[src/rtl/life_pkg.sv]
// Shared life-array geometry and writer FSM encoding.
// Display and memory blocks use the same geometry as the writer.
package life_pkg;

    localparam int LIFE_ROWS   = 4;
    localparam int LIFE_COLS   = 4;
    localparam int LIFE_ADDR_W = $clog2(LIFE_ROWS);

    typedef enum logic {
        IDLE = 1'b0,
        COPY = 1'b1
    } wr_state_t;

endpackage

[src/rtl/life_frame_writer_if.sv]
// Row write port of the display memory.
// The writer is the master; the block memory is the slave.
interface life_frame_writer_if #(
    parameter int ADDR_W = 2,
    parameter int COLS   = 4
);
    logic              mem_we;
    logic [ADDR_W-1:0] mem_addr;
    logic [COLS-1:0]   mem_wdata;

    modport master (output mem_we, output mem_addr, output mem_wdata);
    modport slave  (input  mem_we, input  mem_addr, input  mem_wdata);
endinterface

[src/rtl/life_frame_writer.sv]
// Snapshots each life generation and copies it into display memory one row per clock
// at the start of vertical blanking, so the displayed frame never tears.
module life_frame_writer
    import life_pkg::*;
#(
    parameter int ROWS   = LIFE_ROWS,
    parameter int COLS   = LIFE_COLS,
    parameter int ADDR_W = LIFE_ADDR_W
) (
    input  logic                 clk,
    input  logic                 reset,
    input  logic [ROWS*COLS-1:0] alive,
    input  logic                 update,
    input  logic                 frame,
    life_frame_writer_if.master  mem,
    output logic                 busy,
    output logic                 copy_done,
    output logic                 dirty
);

    localparam logic [ADDR_W-1:0] LAST_ROW = ADDR_W'(ROWS - 1);

    wr_state_t            state_q, state_d;
    logic [ADDR_W-1:0]    row_q, row_d;
    logic [ROWS*COLS-1:0] staged_q, staged_d;
    logic [ROWS*COLS-1:0] active_q, active_d;
    logic                 dirty_q, dirty_d;

    logic                 mem_we_q, mem_we_d;
    logic [ADDR_W-1:0]    mem_addr_q, mem_addr_d;
    logic [COLS-1:0]      mem_wdata_q, mem_wdata_d;
    logic                 busy_q, busy_d;
    logic                 copy_done_q, copy_done_d;

    always_ff @(posedge clk) begin
        if (reset) begin
            state_q     <= IDLE;
            row_q       <= '0;
            staged_q    <= '0;
            active_q    <= '0;
            dirty_q     <= 1'b0;
            mem_we_q    <= 1'b0;
            mem_addr_q  <= '0;
            mem_wdata_q <= '0;
            busy_q      <= 1'b0;
            copy_done_q <= 1'b0;
        end else begin
            state_q     <= state_d;
            row_q       <= row_d;
            staged_q    <= staged_d;
            active_q    <= active_d;
            dirty_q     <= dirty_d;
            mem_we_q    <= mem_we_d;
            mem_addr_q  <= mem_addr_d;
            mem_wdata_q <= mem_wdata_d;
            busy_q      <= busy_d;
            copy_done_q <= copy_done_d;
        end
    end

    always_comb begin
        state_d  = state_q;
        row_d    = row_q;
        staged_d = staged_q;
        active_d = active_q;
        dirty_d  = dirty_q;

        if (update) begin
            staged_d = alive;
            dirty_d  = 1'b1;
        end

        case (state_q)
            IDLE: begin
                // A same-cycle update bypasses staged so the newest generation goes out now.
                if (frame && (dirty_q || update)) begin
                    active_d = update ? alive : staged_q;
                    dirty_d  = 1'b0;
                    row_d    = '0;
                    state_d  = COPY;
                end
            end
            COPY: begin
                if (row_q == LAST_ROW) begin
                    state_d = IDLE;
                end else begin
                    row_d = row_q + 1'b1;
                end
            end
            default: state_d = IDLE;
        endcase
    end

    // Outputs are decoded from next-state values and registered, so they line up with state_q.
    always_comb begin
        mem_we_d    = (state_d == COPY);
        busy_d      = mem_we_d;
        mem_addr_d  = mem_we_d ? row_d : '0;
        mem_wdata_d = mem_we_d ? active_d[int'(row_d)*COLS +: COLS] : '0;
        copy_done_d = mem_we_d && (row_d == LAST_ROW);
    end

    assign mem.mem_we    = mem_we_q;
    assign mem.mem_addr  = mem_addr_q;
    assign mem.mem_wdata = mem_wdata_q;
    assign busy          = busy_q;
    assign copy_done     = copy_done_q;
    assign dirty         = dirty_q;

endmodule

[src/flat_wrapper.sv]
// flat-port wrapper written by rule: the top's interface ports become plain ports
module life_frame_writer_flat import life_pkg::*;
#(
    parameter int ROWS   = LIFE_ROWS,
    parameter int COLS   = LIFE_COLS,
    parameter int ADDR_W = LIFE_ADDR_W
)
  (clk, reset, alive, update, frame, busy, copy_done, dirty, mem_mem_we, mem_mem_addr, mem_mem_wdata);
  life_frame_writer_if #(.ADDR_W(ADDR_W), .COLS(COLS)) mem_i ();
  input  logic clk;
  input  logic reset;
  input  logic [ROWS*COLS-1:0] alive;
  input  logic update;
  input  logic frame;
  output logic busy;
  output logic copy_done;
  output logic dirty;
  output wire logic [$bits(mem_i.mem_we)-1:0] mem_mem_we;
  output wire logic [$bits(mem_i.mem_addr)-1:0] mem_mem_addr;
  output wire logic [$bits(mem_i.mem_wdata)-1:0] mem_mem_wdata;
  assign mem_mem_we = mem_i.mem_we;
  assign mem_mem_addr = mem_i.mem_addr;
  assign mem_mem_wdata = mem_i.mem_wdata;
  life_frame_writer #(.ROWS(ROWS), .COLS(COLS), .ADDR_W(ADDR_W)) u_core (.clk(clk), .reset(reset), .alive(alive), .update(update), .frame(frame), .mem(mem_i), .busy(busy), .copy_done(copy_done), .dirty(dirty));
endmodule
[config.mk]
export PLATFORM = sky130hd
export DESIGN_NAME = life_frame_writer_flat
export DESIGN_NICKNAME = d
export VERILOG_FILES = /design/src/rtl/life_pkg.sv /design/src/rtl/life_frame_writer_if.sv /design/src/rtl/life_frame_writer.sv /design/src/flat_wrapper.sv
export SDC_FILE = /design/constraint.sdc
export NUM_CORES = 1
export LEC_CHECK = 0
export ABC_CLOCK_PERIOD_IN_PS = 1900
export CAP_MARGIN = 20
export CORE_ASPECT_RATIO = 1.75
export CORE_MARGIN = 2
export CORE_UTILIZATION = 47
export DETAILED_ROUTE_END_ITERATION = 8
export GPL_ROUTABILITY_DRIVEN = 0
export HOLD_SLACK_MARGIN = 0.03
export PLACE_DENSITY = 0.83
export SLEW_MARGIN = 20
export SYNTH_ARGS = -nofsm -noshare
export SYNTH_HDL_FRONTEND = slang
export SYNTH_SLANG_ARGS = --single-unit
[constraint.sdc]
create_clock -name clk -period 1.9 [get_ports clk]
set_input_delay 0.57 -clock clk [delete_from_list [all_inputs] [get_ports clk]]
set_output_delay 0.57 -clock clk [all_outputs]
set_load 0.1 [all_outputs]
==> results.md <==
* Nets@finish at 196
* Status: finished, final reports clean
* Final WL at 3.34 mm
* Pre-CTS WS at -0.342 ns
* Drt wl/cell at 16.3 um
* Worst path slowest cell: clkdlybuf4s50_1
* Ys flop type: dfxtp_1
* Total power at 2.05 mW
* Slew Limit Fails at 0
* Crit. End Element: flip-flop
* Final instance area at 2040 um^2
* Post-route ant nets at 0
* Die Y at 77.6 um
* Fin cells at 205
* Layout cells sized above 1 at 22.0%
* Initial antenna violation count at 0
* CP peak stage delay at 0.51 ns
* Number of placement rows at 26
* Pin count of the biggest net entering global routing at 19
* CTS sink count at 39
* Hold_buf cts at 0
* Critical path class: in2reg
* CTS Buf Count at 5
* Startpoint Class: primary input
* Initial Util at 49.7%
* DR vias at 1137
* Leak at 0.853 nW
* Sw Ratio at 24.5%
* Leading cell types by count after synthesis: 39 x dfxtp_1, 29 x nor2_1, 19 x mux2i_1, 10 x a211oi_1
* Worst skew pair latency at 0.29 ns
* Initial DRC count at 23
* Final hold slack at 0.477 ns
* Placed instance count at 197
* Relative slew slack at 66.8%
* Vias in the first global route at 1150
* Yosys cell types at 25
* Max Cap Violations at 0
* Die X at 46.1 um
* Power Internal at 1.55 mW
* Seq/Total Area, Yosys at 53.6%
* PwrDens at 1010 nW/um^2
* Setup TNS at 0 ns
* Combinational fraction of design power at 16.5%
* First-pass GRT wire length at 5.19 mm
* Clk network pwr share at 39.3%
* Max clock buf depth at 2
* P&R area growth vs syn at 39.9%
* Yosys reg bits at 39
* H-tree depth at 2
* Worst EP required at 2.09 ns
* Yosys top cell area share at 53.6%
* Period utilization at 93.1%
* Post-layout util at 69.6%
* RSZ-0062 raised after global routing: false
* Top-Level Pins at 30
* CP Cell Sequence: clkdlybuf4s50_1 -> nor2b_2 -> nor2b_4 -> mux2i_1 -> mux2_2 -> o21ai_2
* Synth area leaders: dfxtp_1 54%, mux2i_1 13%, nor2_1 7.5%
* Cells after Synth at 143
* CORE AREA at 2930 um^2
* Final setup violation count at 0
* Hold crit path type: reg2reg
* Area of the die at 3580 um^2
* Fin Clk Skew at 0.00769 ns
* Cell type with the largest total area after synthesis: dfxtp_1
* DR DRC count at 0
* WP data arrival at 1.96 ns
* IO Port Bufs at 29
* Sequential share of power at 44.2%
* Post-Syn Nets at 163
* CTS tree: built
* DP Area at 1890 um^2
* Net Sw Power at 0.503 mW
* Post-synth EDFFs at 0
* Most frequent cell after synthesis: dfxtp_1
* First-pass DRT Iterations at 4
* Fmax at 565 MHz
* Vias per cell at 5.55
* Grt ovf at 0
* Worst-path fanout max at 3
* CTS Root Cell: clkbuf_8
* Final min period at 1.77 ns
* Worst-path clk slew at 0.08 ns
* Hold Vio Cnt, Final at 0
* Post-route setup slack at 0.131 ns
* Syn Area/Cell at 10.2 um^2
* HPWL Detailed at 2.45 mm
* Asr flop ratio synth at 0%
* Diodes inserted at 0
* IR drop worst, VDD at 0.933 mV
* Synth Warn # at 0
* Mapped Area at 1460 um^2
* Worst slew pin tran at 0.494 ns
* GRT Resource Usage Total at 20.5%
[layout by cell type (no fill, tap or decap)]
cell,n
buf_6,2
nor2_2,1
o21ai_0,1
mux2i_1,19
o221ai_1,3
bufinv_16,2
mux2_2,3
a211oi_1,9
nor3_1,3
a31oi_4,1
nor2b_2,1
clkdlybuf4s50_1,18
nor2b_4,1
xor2_1,1
nand2_1,5
nor2_1,29
inv_1,2
nor2b_1,2
a21oi_1,3
clkbuf_8,5
dfxtp_1,37
inv_2,1
a22oi_1,1
dlymetal6s2s_1,1
buf_12,10
buf_4,7
clkbuf_1,1
o21ai_2,2
a211oi_2,1
dfxtp_2,2
nand2b_1,3
[final cells by class]
type / count / area, um^2
clock buffers: 6 / 72.6
multi-input cells: 89 / 608
repair buffers: 38 / 468
clock inverters: 2 / 60.1
well taps: 28 / 35.0
flip-flops and latches: 39 / 783
fillers: 211 / 890
inverters: 3 / 11.3
[layer usage]
| metal | up-vias | track usage, % | wire length (um) |
|---|---|---|---|
| met5 | - | 0 | 0 |
| met4 | 0 | 11.1 | 102 |
| met1 | 542 | 18.8 | 1120 |
| li1 | 548 | - | - |
| met2 | 36 | 36.9 | 1990 |
| met3 | 11 | 5.81 | 133 |
[registers in the layout, summed over array words and instances, names as in the netlist]
register              flops
u_core.active_q          12
u_core.copy_done          1
u_core.dirty              1
u_core.mem.mem_addr       2
u_core.mem.mem_wdata      4
u_core.mem.mem_we         1
u_core.row_q              2
u_core.staged_q          16
[power by group through the flow]
stage / clock [mW] / sequential [mW] / combinational [mW]
after floorplan: 0 / 0.967 / 0.156
after global placement: 0 / 0.919 / 0.319
after detailed placement: 0 / 0.923 / 0.331
after CTS: 0.821 / 0.905 / 0.334
after global routing: 0.857 / 0.908 / 0.361
final: 0.806 / 0.905 / 0.339
[final timing paths]
kind | startpoint | to | slack, ns | cells past startpoint
worst max-delay path | frame | u_core.mem.mem_wdata[2] | 0.13 | 6
worst min-delay path | u_core.active_q[7] | u_core.mem.mem_wdata[3] | 0.48 | 2
worst max register to register | u_core.row_q[0] | u_core.mem.mem_wdata[2] | 0.40 | 4
worst min register to register | u_core.active_q[7] | u_core.mem.mem_wdata[3] | 0.48 | 2
[critical path: cells and delay by family]
| family | cells | cell delay [ns] |
|---|---|---|
| AOI/OAI and AO/OA | 1 | 0.04 |
| buffers and inverters | 1 | 0.51 |
| muxes | 2 | 0.47 |
| and+or+nand+nor | 2 | 0.37 |
[cell families (layout without fill, tap and decap cells)]
| family | count (synthesis) | after routing | share of synthesized area [%] |
|---|---|---|---|
| flip-flops | 39 | 39 | 53.6 |
| buffers and inverters | 15 | 49 | 5.33 |
| XOR/XNOR | 1 | 1 | 0.601 |
| multiplexers | 22 | 22 | 15.4 |
| AND/OR/NAND/NOR | 45 | 45 | 13.6 |
| AO/OA/AOI/OAI | 21 | 21 | 11.5 |
[timing repair]
item	4_1_cts	5_1_grt
setup buffers	0	0
gates resized for setup	1	4
pin swaps	0	0
endpoints found under the setup margin	1	9
Power figures use the tool's default switching activity.
